==> src/rtl/id_ex_stage.sv <==
// ID/EX pipeline register with load-use interlock, downstream back-pressure,
// flush kill and saturating stall/bubble performance counters.
module id_ex_stage #(
  parameter int XLEN = 32
) (
  input  logic            clk,
  input  logic            rst_n,
  input  logic            id_valid,
  input  logic [11:0]     id_ctrl,
  input  logic [XLEN-1:0] id_pc,
  input  logic [XLEN-1:0] id_rs1_data,
  input  logic [XLEN-1:0] id_rs2_data,
  input  logic [XLEN-1:0] id_imm,
  input  logic [4:0]      id_rs1,
  input  logic [4:0]      id_rs2,
  input  logic [4:0]      id_rd,
  input  logic [2:0]      id_funct3,
  input  logic            id_funct7_b5,
  input  logic            flush,
  input  logic            ex_ready,
  output logic            id_stall,
  output logic            ex_valid,
  output logic [11:0]     ex_ctrl,
  output logic [XLEN-1:0] ex_pc,
  output logic [XLEN-1:0] ex_rs1_data,
  output logic [XLEN-1:0] ex_rs2_data,
  output logic [XLEN-1:0] ex_imm,
  output logic [4:0]      ex_rs1,
  output logic [4:0]      ex_rs2,
  output logic [4:0]      ex_rd,
  output logic [2:0]      ex_funct3,
  output logic            ex_funct7_b5,
  output logic [15:0]     stall_cnt,
  output logic [15:0]     bubble_cnt
);

  typedef struct packed {
    logic [11:0]     ctrl;
    logic [XLEN-1:0] pc;
    logic [XLEN-1:0] rs1_data;
    logic [XLEN-1:0] rs2_data;
    logic [XLEN-1:0] imm;
    logic [4:0]      rs1;
    logic [4:0]      rs2;
    logic [4:0]      rd;
    logic [2:0]      funct3;
    logic            funct7_b5;
  } ex_t;

  localparam logic [0:0] RUN       = 1'b0;
  localparam logic [0:0] LU_BUBBLE = 1'b1;

  ex_t        ex_q, id_d;
  logic [0:0] state, state_nxt;
  logic       load_use, bubble;

  // Both sources are compared even for formats that don't read rs2.
  assign load_use = ex_valid & ex_q.ctrl[9] & (ex_q.rd != 5'd0) & id_valid &
                    ((ex_q.rd == id_rs1) | (ex_q.rd == id_rs2));
  assign id_stall = rst_n & (load_use | ~ex_ready) & ~flush;
  assign bubble   = flush | (ex_ready & load_use);

  always_comb begin
    id_d           = '0;
    id_d.ctrl      = id_valid ? id_ctrl : 12'h000;
    id_d.pc        = id_pc;
    id_d.rs1_data  = id_rs1_data;
    id_d.rs2_data  = id_rs2_data;
    id_d.imm       = id_imm;
    id_d.rs1       = id_rs1;
    id_d.rs2       = id_rs2;
    id_d.rd        = id_rd;
    id_d.funct3    = id_funct3;
    id_d.funct7_b5 = id_funct7_b5;
  end

  always_ff @(posedge clk or negedge rst_n) begin
    if (!rst_n) begin
      ex_valid <= 1'b0;
      ex_q     <= '0;
    end else if (bubble) begin
      ex_valid  <= 1'b0;
      ex_q.ctrl <= 12'h000;
    end else if (ex_ready) begin
      ex_valid <= id_valid;
      ex_q     <= id_d;
    end
  end

  always_comb begin
    state_nxt = RUN;
    if (!flush && state == RUN && ex_ready && load_use)
      state_nxt = LU_BUBBLE;
  end

  always_ff @(posedge clk or negedge rst_n) begin
    if (!rst_n) state <= RUN;
    else        state <= state_nxt;
  end

  always_ff @(posedge clk or negedge rst_n) begin
    if (!rst_n) begin
      stall_cnt  <= '0;
      bubble_cnt <= '0;
    end else begin
      if (id_stall && stall_cnt != 16'hFFFF)  stall_cnt  <= stall_cnt + 16'd1;
      if (bubble && bubble_cnt != 16'hFFFF)   bubble_cnt <= bubble_cnt + 16'd1;
    end
  end

  assign ex_ctrl      = ex_q.ctrl;
  assign ex_pc        = ex_q.pc;
  assign ex_rs1_data  = ex_q.rs1_data;
  assign ex_rs2_data  = ex_q.rs2_data;
  assign ex_imm       = ex_q.imm;
  assign ex_rs1       = ex_q.rs1;
  assign ex_rs2       = ex_q.rs2;
  assign ex_rd        = ex_q.rd;
  assign ex_funct3    = ex_q.funct3;
  assign ex_funct7_b5 = ex_q.funct7_b5;

`ifndef SYNTHESIS
  // The load has left EX once the bubble is in, so no hazard can recur here.
  a_no_second_hazard: assert property (@(posedge clk) disable iff (!rst_n)
    (state == LU_BUBBLE) |-> !load_use);
`endif

endmodule

==> config.mk <==
export PLATFORM = sky130hd
export DESIGN_NAME = id_ex_stage
export DESIGN_NICKNAME = d
export VERILOG_FILES = /design/src/rtl/id_ex_stage.sv
export SDC_FILE = /design/constraint.sdc
export NUM_CORES = 1
export LEC_CHECK = 0
export BUFFER_PORTS_ARGS = -buffer_cell sky130_fd_sc_hd__buf_2
export CAP_MARGIN = 20
export CORE_ASPECT_RATIO = 1.2
export CORE_MARGIN = 2
export CORE_UTILIZATION = 45
export CTS_BUF_LIST = sky130_fd_sc_hd__clkbuf_8 sky130_fd_sc_hd__clkbuf_16
export CTS_CLUSTER_DIAMETER = 60
export DETAILED_ROUTE_END_ITERATION = 6
export PLACE_DENSITY_LB_ADDON = 0.05
export REMOVE_ABC_BUFFERS = 1
export SYNTH_ARGS = -nofsm -noshare
export SYNTH_HDL_FRONTEND = slang
export SYNTH_SLANG_ARGS = --single-unit
export TNS_END_PERCENT = 5
==> constraint.sdc <==
create_clock -name clk -period 3.28 [get_ports clk]
set_input_delay 0 -clock clk [delete_from_list [all_inputs] [get_ports clk]]
set_output_delay 0 -clock clk [all_outputs]
set_load 0.05 [all_outputs]
==> impl_metrics.py <==
metrics = {
    "power": {
        "post_layout_power_mw": 7.67,
        "switching_share": 0.387,
        "peakVddDrop_v": 0.000460,
        "share_clk_of_total_power": 0.269,
        "seqPwrFrac": 0.387,
        "p_comb_frac": 0.345,
        "cellInternalPower_mw": 4.70,
        "total_switching_power_mw": 2.97,
        "cellLeakagePower_nw": 6.16,
        "power_per_cell_area_mw_per_mm2": 619,
    },
    "logic_synthesis": {
        "post_synth_num_cell_types": 39,
        "most_common_library_cells_after_synthesis": "sky130_fd_sc_hd__dfrtp_1 (192), sky130_fd_sc_hd__mux2_4 (130), sky130_fd_sc_hd__xnor2_1 (33)",
        "post-synth-top-area-cell": "sky130_fd_sc_hd__dfrtp_1",
        "synth.most_common_cell": "sky130_fd_sc_hd__dfrtp_1",
        "postSynthAreaPerCell_sq_um": 16.4,
        "mappedNetlistArea_sq_mm": 0.00827,
        "ys_ff_latch": 192,
        "ys_dominant_reg_cell": "sky130_fd_sc_hd__dfrtp_1",
        "async_sr_flop_fraction": 1.00,
        "yosys.area.top_type_share": 0.581,
        "ys_warn_count": 0,
        "synth.top_cells.by_area": "sky130_fd_sc_hd__dfrtp_1 (58%), sky130_fd_sc_hd__mux2_4 (24%), sky130_fd_sc_hd__xnor2_1 (3.5%)",
        "seq_area_frac_synth": 0.581,
        "syn-instance-count": 505,
        "synth-edff-count": 0,
    },
    "sta": {
        "report.final.hold_viol_count": 0,
        "setup_viol_count_final": 0,
        "unrepaired_setup_endpoints_after_global_routing": "no",
        "clock_skew_ns": 0.0121,
        "worst_margin_pin_slew_ns": 1.10,
        "whs_ns": 0.0728,
        "finalCriticalPeriod_ns": 2.72,
        "finalSetupTns_ns": 0,
        "slew-limit-headroom": 0.259,
        "final-max-slew-violation-count": 0,
        "maxClockFrequency_mhz": 368,
        "layout_worst_path_cycle_share": 0.829,
    },
    "setup_path": {
        "launch_instance_of_the_worst_register_to_register_path": "ex_rd[1]",
        "critical_path_required_ns": 3.63,
        "setup.worst_path.class": "flop to flop",
        "worstPathCellList": "or4_1, o2111ai_2, o211a_4, and2_1, a22o_1",
        "timing.critical_path.fanout_max": 24,
        "worst_setup_path_start_kind": "flop",
        "worstPathArrival_ns": 3.07,
        "largest_stage_delay_on_the_critical_path_ns": 0.60,
        "worst_setup_end_kind": "flop",
        "worst_path_max_delay_cell": "sky130_fd_sc_hd__or4_1",
        "crit_path_start": "ex_rd[1]",
    },
    "layout": {
        "fillerInstances": 1311,
        "drive_above_1_share": 0.525,
        "area_growth_syn_to_layout_pct": 49.7,
        "fin_area_sq_mm": 0.0124,
        "post_layout_nonfiller_instances": 1270,
        "fin_nets": 1198,
    },
    "drt": {
        "wirelength_routed_um": 23400,
        "remaining_drc_errors": 0,
        "routed_antenna_nets": 0,
        "via_per_inst": 4.87,
        "detail_route.wl_per_cell_um": 18.4,
        "detail_route.first_pass.iterations": 4,
        "via_count": 6181,
        "initialDrtViolationCount": 249,
    },
    "floorplan": {
        "fp.dieW_um": 128,
        "std_cell_rows": 54,
        "die_area_sq_mm": 0.0195,
        "coreArea_sq_mm": 0.0181,
        "dieHeight_um": 153,
        "num_io_pins": 357,
        "start_util": 0.457,
    },
    "outcome": {
        "status": "finished clean",
    },
    "grt": {
        "antenna_found_initial": 1,
        "first_global_vias": 6779,
        "maximum_number_of_pins_on_one_net_before_global_route_repair": 79,
        "track_usage": 0.243,
        "grt_first_pass_wirelength_um": 37100,
        "grt.overflow.total": 0,
    },
    "placement": {
        "numPortBuffers": 356,
        "detailedPlacementHpwl_um": 15900,
        "placedCellCount": 1075,
        "globalplace.congestion": 0.841,
        "dpl_cell_area_sq_mm": 0.0102,
    },
    "clock_tree": {
        "worstSkewPairLatency_ns": 0.43,
        "cts_tree": "built",
        "tritoncts_num_sinks": 192,
        "cts-buffers-inserted": 17,
        "root_buffer": "sky130_fd_sc_hd__clkbuf_16",
        "cts.reportedPaths.clkPinSlew_ns": 0.08,
        "cts_max_path_buffers": 2,
        "h-tree-depth": 4,
    },
    "min_path": {
        "timing.hold.worst.class": "input port to async pin",
    },
    "job": {
        "max-cap-violations": 0,
    },
}
[power groups by stage]
stage	Clock [mW]	Sequential [mW]	Combinational, mW
after floorplan	0	4.20	0.601
after global placement	0	2.98	2.47
after detailed placement	0	3.00	2.49
after CTS	2.10	2.96	2.65
after global routing	2.20	3.02	2.76
final	2.06	2.97	2.64
[critical path: cells and delay by family (launching register included)]
family | cells | cell delay [ns]
AO/OA/AOI/OAI | 3 | 1.07
AND/OR/NAND/NOR | 2 | 1.13
flip-flops | 1 | 0.43
[registers in the layout (all words and copies together), names as in the netlist]
register      count
ex_rs1            5
ex_funct7_b5      1
ex_valid          1
ex_rs1_data      32
ex_pc            32
bubble_cnt       16
ex_imm           32
ex_ctrl          12
stall_cnt        16
ex_rs2            5
ex_rd             5
ex_rs2_data      32
ex_funct3         3
[cell families (layout without fill, tap and decap cells)]
group | count (synthesis) | count (layout) | synth area share
adder cells (fa/ha/maj) | 2 | 2 | 0.00302
flip-flops | 192 | 192 | 0.581
XOR/XNOR | 40 | 40 | 0.0424
other | 0 | 1 | 0
AND/OR/NAND/NOR | 74 | 74 | 0.0461
AO/OA/AOI/OAI | 24 | 24 | 0.0254
multiplexers | 149 | 149 | 0.262
buffers and inverters | 24 | 564 | 0.0404
[layout make-up]
| type | instances | area [sq um] | area share |
|---|---|---|---|
| sequential | 192 | 4800 | 0.388 |
| multi-input combinational | 289 | 3130 | 0.253 |
| timing repair buffer | 527 | 3570 | 0.288 |
| antenna | 1 | 2.50 | 0.000202 |
| tap | 224 | 280 | 0.0226 |
| inverter | 5 | 18.8 | 0.00152 |
| clock buffer | 18 | 439 | 0.0355 |
| clock inverter | 14 | 140 | 0.0113 |
[metrics by stage]
stage | utilization | setup slack, ns
floorplan | - | -0.606
CTS | 0.684 | 0.501
detailed placement | 0.562 | 0.544
global placement | 0.562 | 0.661
finish | 0.684 | 0.562
global route | 0.684 | 0.410
[layout by cell type, fill, tap and decap left out, types with 8 or more instances in the layout]
cell type and count:
sky130_fd_sc_hd__dfrtp_1 192, sky130_fd_sc_hd__mux2_4 130, sky130_fd_sc_hd__nor2_1 8, sky130_fd_sc_hd__mux2_2 19, sky130_fd_sc_hd__xnor2_1 33, sky130_fd_sc_hd__buf_2 355, sky130_fd_sc_hd__dlygate4sd3_1 162, sky130_fd_sc_hd__a22o_1 12
sky130_fd_sc_hd__clkbuf_16 17, sky130_fd_sc_hd__nand2_1 20, sky130_fd_sc_hd__nand4_1 11, sky130_fd_sc_hd__nand3_1 13
[final timing paths]
kind	to	cells after the start	slack [ns]
max reg2reg	ex_ctrl[0]	5	0.56
max in group asynchronous	ex_rs1_data[24]	3	1.89
max	ex_ctrl[0]	5	0.56
min reg2reg	stall_cnt[4]	1	0.50
min in group clk	stall_cnt[14]	4	0.24
min	ex_pc[3]	2	0.07
[layer usage]
metal	vias to the layer above	GRT usage	routed length (um)	part of all wire
met1	3057	0.287	9170	0.39
met5	-	0	0	0
li1	2840	-	-	-
met2	236	0.419	12000	0.51
met3	48	0.0643	1470	0.063
met4	0	0.0989	791	0.034
[what timing repair did]
action	in CTS	in global routing
buffers inserted	0	0
resized for setup	0	0
hold buffers	162	0
endpoints found under the hold margin	206	0
No activity file was read; power rests on OpenSTA's default activity.
